### src/rtl/am_search_hf_if.sv
// Query/result handshake between a bundler_hf-style producer and am_search_hf.
interface am_search_hf_if #(
    parameter int DIMENSIONS  = 5,
    parameter int NUM_CLASSES = 2
);
    localparam int DW = $clog2(DIMENSIONS + 1);
    localparam int CW = (NUM_CLASSES > 1) ? $clog2(NUM_CLASSES) : 1;

    logic                  en;
    logic [DIMENSIONS-1:0] hv_in;
    logic                  busy;
    logic                  out;
    logic [CW-1:0]         class_out;
    logic [DW-1:0]         dist_out;

    modport master (
        output en, hv_in,
        input  busy, out, class_out, dist_out
    );

    modport slave (
        input  en, hv_in,
        output busy, out, class_out, dist_out
    );
endinterface

### src/rtl/am_search_hf.sv
// Associative-memory search: nearest class prototype by Hamming distance,
// accumulated CHUNK bits per cycle over every class in turn.
//
// state | meaning
// IDLE  | waiting for en; latches the query and clears the search state
// SCAN  | one chunk of one class per cycle; best result updated on each class's last chunk
// DONE  | single cycle; publishes best class/distance with a one-cycle out pulse
module am_search_hf #(
    parameter int DIMENSIONS  = 5,
    parameter int NUM_CLASSES = 2,
    parameter int CHUNK       = 2
) (
    input logic                  clk,
    input logic                  nrst,
    am_search_hf_if.slave        bus,
    input logic [DIMENSIONS-1:0] class_hvs [NUM_CLASSES]
);
    localparam int NCHUNKS = (DIMENSIONS + CHUNK - 1) / CHUNK;
    localparam int DW      = $clog2(DIMENSIONS + 1);
    localparam int CW      = (NUM_CLASSES > 1) ? $clog2(NUM_CLASSES) : 1;
    localparam int KW      = (NCHUNKS > 1) ? $clog2(NCHUNKS) : 1;
    localparam int PW      = NCHUNKS * CHUNK;
    localparam logic [KW-1:0] K_LAST = KW'(NCHUNKS - 1);
    localparam logic [CW-1:0] C_LAST = CW'(NUM_CLASSES - 1);

    typedef enum logic [1:0] {IDLE, SCAN, DONE} state_t;

    state_t                state;
    state_t                state_nxt;
    logic [DIMENSIONS-1:0] query;
    logic [CW-1:0]         c;
    logic [KW-1:0]         k;
    logic [DW-1:0]         acc;
    logic [DW:0]           best_dist;
    logic [CW-1:0]         best_idx;

    logic [PW-1:0]         diff_pad;
    logic [CHUNK-1:0]      diff_chunk;
    logic [DW-1:0]         pop;
    logic [DW-1:0]         acc_total;
    logic                  last_chunk;
    logic                  last_class;
    logic                  better;

    // Zero-extending to a whole number of chunks masks the tail of the last chunk.
    always_comb begin
        diff_pad   = PW'(query ^ class_hvs[c]);
        diff_chunk = CHUNK'(diff_pad >> (k * CHUNK));
        pop        = '0;
        for (int i = 0; i < CHUNK; i++) begin
            pop = pop + DW'(diff_chunk[i]);
        end
        acc_total  = acc + pop;
        better     = ({1'b0, acc_total} < best_dist);
        last_chunk = (k == K_LAST);
        last_class = (c == C_LAST);
    end

    always_ff @(posedge clk or negedge nrst) begin
        if (!nrst) begin
            state <= IDLE;
        end else begin
            state <= state_nxt;
        end
    end

    always_comb begin
        state_nxt = state;
        case (state)
            IDLE:    if (bus.en) state_nxt = SCAN;
            SCAN:    if (last_chunk && last_class) state_nxt = DONE;
            DONE:    state_nxt = IDLE;
            default: state_nxt = IDLE;
        endcase
    end

    always_ff @(posedge clk or negedge nrst) begin
        if (!nrst) begin
            query         <= '0;
            c             <= '0;
            k             <= '0;
            acc           <= '0;
            best_dist     <= '0;
            best_idx      <= '0;
            bus.busy      <= 1'b0;
            bus.out       <= 1'b0;
            bus.class_out <= '0;
            bus.dist_out  <= '0;
        end else begin
            bus.out <= 1'b0;
            case (state)
                IDLE: begin
                    if (bus.en) begin
                        query     <= bus.hv_in;
                        c         <= '0;
                        k         <= '0;
                        acc       <= '0;
                        best_dist <= '1;
                        best_idx  <= '0;
                        bus.busy  <= 1'b1;
                    end
                end
                SCAN: begin
                    if (last_chunk) begin
                        // Strict compare: on a tie the earlier class is kept.
                        if (better) begin
                            best_dist <= {1'b0, acc_total};
                            best_idx  <= c;
                        end
                        acc <= '0;
                        k   <= '0;
                        if (last_class) begin
                            bus.busy <= 1'b0;
                        end else begin
                            c <= c + 1'b1;
                        end
                    end else begin
                        acc <= acc_total;
                        k   <= k + 1'b1;
                    end
                end
                DONE: begin
                    bus.out       <= 1'b1;
                    bus.class_out <= best_idx;
                    bus.dist_out  <= best_dist[DW-1:0];
                end
                default: ;
            endcase
        end
    end
endmodule

### src/flat_wrapper.sv
// flat-port wrapper written by rule: the top's interface ports become plain ports
module am_search_hf_flat 
#(
    parameter int DIMENSIONS  = 5,
    parameter int NUM_CLASSES = 2,
    parameter int CHUNK       = 2
)
  (clk, nrst, class_hvs, bus_en, bus_hv_in, bus_busy, bus_out, bus_class_out, bus_dist_out);
  am_search_hf_if #(.DIMENSIONS(DIMENSIONS), .NUM_CLASSES(NUM_CLASSES)) bus_i ();
  input logic clk;
  input logic nrst;
  input logic [DIMENSIONS-1:0] class_hvs[NUM_CLASSES];
  input wire logic [$bits(bus_i.en)-1:0] bus_en;
  input wire logic [$bits(bus_i.hv_in)-1:0] bus_hv_in;
  output wire logic [$bits(bus_i.busy)-1:0] bus_busy;
  output wire logic [$bits(bus_i.out)-1:0] bus_out;
  output wire logic [$bits(bus_i.class_out)-1:0] bus_class_out;
  output wire logic [$bits(bus_i.dist_out)-1:0] bus_dist_out;
  assign bus_i.en = bus_en;
  assign bus_i.hv_in = bus_hv_in;
  assign bus_busy = bus_i.busy;
  assign bus_out = bus_i.out;
  assign bus_class_out = bus_i.class_out;
  assign bus_dist_out = bus_i.dist_out;
  am_search_hf #(.DIMENSIONS(DIMENSIONS), .NUM_CLASSES(NUM_CLASSES), .CHUNK(CHUNK)) u_core (.clk(clk), .nrst(nrst), .bus(bus_i), .class_hvs(class_hvs));
endmodule
### config.mk
export PLATFORM = sky130hd
export DESIGN_NAME = am_search_hf_flat
export DESIGN_NICKNAME = d
export VERILOG_FILES = /design/src/rtl/am_search_hf_if.sv /design/src/rtl/am_search_hf.sv /design/src/flat_wrapper.sv
export SDC_FILE = /design/constraint.sdc
export NUM_CORES = 1
export LEC_CHECK = 0
export BUFFER_PORTS_ARGS = -buffer_cell sky130_fd_sc_hd__buf_2
export CORE_ASPECT_RATIO = 1.75
export CORE_UTILIZATION = 48
export DETAILED_ROUTE_END_ITERATION = 10
export PLACE_DENSITY = 0.72
export SYNTH_ARGS = -nofsm -noshare
export SYNTH_HDL_FRONTEND = slang
export SYNTH_SLANG_ARGS = --single-unit
### constraint.sdc
create_clock -name clk -period 3.31 [get_ports clk]
set_input_delay 0.1655 -clock clk [delete_from_list [all_inputs] [get_ports clk]]
set_output_delay 0.1655 -clock clk [all_outputs]
set_load 0.05 [all_outputs]
# --- After elaboration in Yosys (flattened, before gate mapping) ---
# Cells that the tools add are included.
classes:
  n_lt_le_gt_ge: 2
  muxes: 28
  n_reduce_logical: 9
  eq_ne: 8
  bitwise: 2
  shift: 1
  addsub: 4
ops:
  columns: ["op", "count"]
  rows:
  - ["$mux 5", 3]
  - ["$mux 4", 3]
  - ["$mux 1", 9]
  - ["$mux 2", 4]
  - ["$ne 2x1->1 const B", 4]
  - ["$pmux 2 s2", 2]
  - ["$pmux 4 s2", 1]
  - ["$reduce_and 4->1", 2]
  - ["$mux 3", 2]
  - ["$pmux 1 s2", 3]
  - ["$pmux 3 s2", 1]
  - ["$reduce_and 2->1", 3]
  - ["$shr 6x3->2", 1]
  - ["$xor 5x5->5", 1]
  - ["$eq 2x2->1 const B", 2]
  - ["$lt 3x4->1", 1]
  - ["$add 3x3->3", 1]
  - ["$reduce_and 3->1", 1]
  - ["$add 1x1->2", 1]
  - ["$add 2x1->2 const B", 1]
  - ["$eq 2x1->1 const B", 1]
  - ["$ge 2x2->1 const B", 1]
  - ["$logic_not 2->1", 1]
  - ["$ne 2x2->1 const B", 1]
  - ["4 further kinds", 4]
totals:
  out_inout_bits: 6
  register_bits: 24

# --- Depth between registers and ports, before layout ---
logic_depth:
  depth_word: 12
  mapped_depth: 15

# --- Worst setup path before layout ---
# OpenSTA, ideal clock, no wires.
synth_timing:
  path_kind: "register to register"
  startpoint: "reg u_core.c"
  endpoint: "reg u_core.best_dist[2]"
  path_stages_with_launch: 15
  synth_period_minus_slack_ns: 3.193
  setup_slack_ns: 0.117
  arrival_ns: 3.068
  path_cell_list: "dfrtp_1 > buf_2 > mux2i_1 > xor2_1 > o311ai_1 > ha_1 > ha_1 > inv_1 > fa_1 > xnor2_1 > ha_1 > a21o_1 > a31oi_1 > o21ai_4 > mux2_4"
synth_via:
  elab_chain_cells: 11
  elab_cells_between_ends: 14
  classes_between: "add/sub: 2; order compare: 1; eq/ne: 1; shift: 1; mux: 6; bitwise: 2; reduce/logical: 1"
synth_rtl:
  columns: ["item", "line_no", "rtl"]
  rows:
  - ["start, declared", "am_search_hf.sv:31", "logic [CW-1:0] c;"]
  - ["start signal, assigned", "am_search_hf.sv:115", "c <= c + 1'b1;"]
  - ["$not 1->2 (not written as such) *", "am_search_hf.sv:47", "diff_pad = PW'(query ^ class_hvs[c]);"]
  - ["$mux 5 (not written as such) * (3 in a row)", "am_search_hf.sv:47", null]
  - ["$xor 5x5->5 *", "am_search_hf.sv:47", null]
  - ["$shr 6x3->2 *", "am_search_hf.sv:48", "diff_chunk = CHUNK'(diff_pad >> (k * CHUNK));"]
  - ["$add 1x1->2 *", "am_search_hf.sv:51", "pop = pop + DW'(diff_chunk[i]);"]
  - ["$add 3x3->3 *", "am_search_hf.sv:53", "acc_total = acc + pop;"]
  - ["$lt 3x4->1 or $mux 4 (tied branches)", "am_search_hf.sv:54, am_search_hf.sv:106", null]
  - ["$ne 2x1->1 (no source line) or $mux 4 (tied branches)", null, null]
  - ["$reduce_and 4->1 (no source line) or $pmux 4 s2 (tied branches)", null, null]
  - ["end signal, assigned", "am_search_hf.sv:107", "best_dist <= {1'b0, acc_total};"]
  - ["end, declared", "am_search_hf.sv:34", "logic [DW:0] best_dist;"]
# Every way passes the cells marked *; elsewhere a longest branch is shown, timed or not. The select of a mux whose other input is x is not followed.
# A chain may end at the register's enable or synchronous reset.

# --- Final worst setup path ---
# Ends and elaborated chain as after synthesis.

==> metrics.md <==
| Metric | Value |
|---|---|
| Status | `completed` |
| Terminus of the critical flop-to-flop path | `u_core.best_dist[2]` |
| Core area | `0.00246 sq mm` |
| DRT Wirelength | `2350 um` |
| Syn Inst Count | `107` |
| Syn_area_per_cell | `11.5 sq um` |
| M2 GR Usage | `0.374` |
| Synth Flop Type | `dfrtp_1` |
| Std cell rows | `24` |
| Number of global-route vias before repair | `964` |
| Critical Path AT | `3.29 ns` |
| Setup crit start kind | `flip-flop` |
| CP max FO | `7` |
| Share of layout cells above drive strength 1 | `0.358` |
| Root Buffer | `clkbuf_8` |
| Post-CTS setup buffers | `0` |
| TritonCTS Sinks | `24` |
| First-pass GRT wire length | `4150 um` |
| GR Overflow Total | `0` |
| CP Class | `flip-flop to flip-flop` |
| Initial antenna violation count | `0` |
| Die Width | `40.3 um` |
| CTS clock-pin slew for the worst setup and hold paths | `0.09 ns` |
| Share of the yosys chip area belonging to registers | `0.486` |
| Hpwl dp | `1770 um` |
| Ys Warns | `0` |
| VDD IR max | `616 uV` |
| Synth top area share | `0.486` |
| CP Data Required Time | `3.48 ns` |
| Max-cap violations | `0` |
| Worst Setup End Kind | `flip-flop` |
| Tcrit/Tclk final | `0.944` |
| Drt initial violations | `6` |
| Flops & latches, synth | `24` |
| Hold Crit Start | `bus_hv_in[3]` |
| Cell with the most instances after synthesis | `dfrtp_1` |
| H-tree levels | `1` |
| CP startpoint | `u_core.c` |
| Top cells by count, synth | `dfrtp_1, nand2_1, inv_1` |
| Vias post-DR | `862` |
| Final ANT Viol Nets | `0` |
| Synthesized area | `0.00123 sq mm` |
| Worst setup path endpoint | `u_core.best_dist[2]` |
| Pre-CTS WS | `-0.0257 ns` |
| CTS buffer count | `3` |
| Hold Vio Cnt, Final | `0` |
| DRC Markers | `0` |
| Die Span Y | `69.1 um` |
| DR WL/cell | `14.4 um` |
| Top Usage Layer GRT | `met2` |
| Post-synth EDFFs | `0` |
| Pwr Total | `1.78 mW` |
| Async set-reset flop share out of synthesis | `1.00` |
| Largest net degree at the start of global routing | `25` |
| DP Area | `0.00140 sq mm` |
| I/O pin cnt | `24` |
| RSZ-0062 raised after global routing | `false` |
| Design area | `0.00152 sq mm` |
| GPL Wtd Cong | `0.821` |
| I/O Buffers | `23` |
| Vias per cell | `5.29` |
| Ant diodes | `0` |
| Post-synthesis cell type count | `31` |
| Final #Nets | `161` |
| Leading post-synthesis cells by cell area | `dfrtp_1, mux2_4, mux2i_1` |
| Least-Margin Pin Slew | `0.667 ns` |
| Yosys top cell by area | `dfrtp_1` |
| R2R cell count | `14` |
| Leakage | `0.784 nW` |
| Worst r2r src | `u_core.c` |
| Slew margin rel. | `0.555` |
| DRT Pass-1 Iters | `2` |
| Fin. max-slew vios | `0` |
| Crit path time final | `3.12 ns` |
| Tot GR Track Use | `0.215` |
| Bufs on Longest Clock Path | `2` |
| Met1 Usage GRT | `0.237` |
| P&R area growth vs syn | `23.3%` |
| Setup ws final | `0.185 ns` |
| Syn nets | `130` |
| Initial core utilization | `0.502` |
| R2R Setup Slk | `0.19 ns` |
| Power Density | `1170 mW/mm^2` |
| Die Footprint | `0.00279 sq mm` |
| TritonCTS clock tree | `yes` |
| Skew-Pair Late Insertion Delay | `0.27 ns` |
| M3 GR Usage | `0.0193` |
| Setup Skew | `0.00490 ns` |
| F_max | `0.320 GHz` |
| Final setup fails | `0` |
| Hold Path Class | `primary input to flip-flop` |
==> registers in the layout (all words and copies together), names as in the netlist <==
name                  cells
u_core.acc                3
u_core.best_dist          4
u_core.best_idx           1
u_core.bus.busy           1
u_core.bus.class_out      1
u_core.bus.dist_out       3
u_core.bus.out            1
u_core.c                  1
u_core.k                  2
u_core.query              5
u_core.state              2
==> cells in the final DEF, fill, tap and decap left out, types with 2 or more instances in the layout <==
cell	Yosys	final
a21o_1	3	3
mux2i_1	7	5
ha_1	4	3
mux2_4	7	7
clkbuf_8	0	4
buf_2	1	23
dfrtp_1	24	23
xor2_1	2	2
nor2_1	3	3
o21ai_1	3	3
nand2_1	13	13
mux2i_2	0	2
mux2_1	2	2
inv_1	11	11
buf_4	0	3
nand2b_1	3	3
xnor2_1	4	3
o21ai_0	4	4
==> cells by family after synthesis <==
group / count (synthesis) / synth area share
simple gates: 25 / 0.111
fa+ha+maj: 5 / 0.0567
xor+xnor: 6 / 0.0426
mux: 16 / 0.160
buf+inv: 13 / 0.0405
flops: 24 / 0.486
compound gates: 18 / 0.102
==> per-layer routing <==
metal | wire length [um] | vias up
met5 | 0 | -
met4 | 57 | 0
met3 | 63 | 5
met2 | 1330 | 23
met1 | 897 | 415
li1 | - | 419
==> report_power, final <==
part | total [mW] | internal [mW] | leakage (nW) | switching (mW)
Clock | 0.203 | 0.106 | 0.0288 | 0.0964
Combinational | 1.03 | 0.504 | 0.464 | 0.530
Sequential | 0.546 | 0.425 | 0.291 | 0.120
Total | 1.78 | 1.04 | 0.784 | 0.746
==> metrics by stage <==
step	setup TNS, ns	hold slack (ns)	instances	util
final	0	0.114	163	0.618
after global routing	0	0.123	163	0.618
after CTS	0	0.120	163	0.598
after detailed placement	-0.0508	0.179	158	0.569
after global placement	0	0.166	158	0.569
after floorplan	0	-0.130	107	-
==> how the worst min path moves through the flow <==
stage,cells after the start,end
2_1_floorplan,0,u_core.acc[0]
3_3_place_gp,1,u_core.bus.out
3_5_place_dp,1,u_core.bus.out
4_1_cts,2,u_core.query[3]
5_1_grt,2,u_core.query[3]
6_report,2,u_core.query[3]
==> layout make-up <==
| class | instances | area, sq um |
|---|---|---|
| sequential | 24 | 602 |
| fill | 204 | 940 |
| tap | 26 | 32.5 |
| multi-input combinational | 70 | 641 |
| timing repair buffer | 27 | 148 |
| clock buffer | 4 | 55.1 |
| inverter | 12 | 45.0 |
==> critical path: stages (launching register included) <==
cell      delay [ns]
dfrtp_2         0.48
mux2i_2         0.25
xnor2_1         0.09
nand2_1         0.07
o311ai_1        0.10
ha_1            0.30
ha_1            0.13
inv_1           0.05
fa_2            0.38
xnor2_4         0.18
ha_4            0.23
a21o_1          0.20
a31oi_4         0.17
o21ai_4         0.09
mux2_4          0.30
==> repair_timing <==
item / CTS / global route
pin swaps: 0 / 1
setup endpoints to repair: 4 / 4
endpoints found under the hold margin: 24 / 0
gates resized for setup: 2 / 7
hold buffers: 1 / 0
Note: power is estimated with default switching activity, not from simulation.
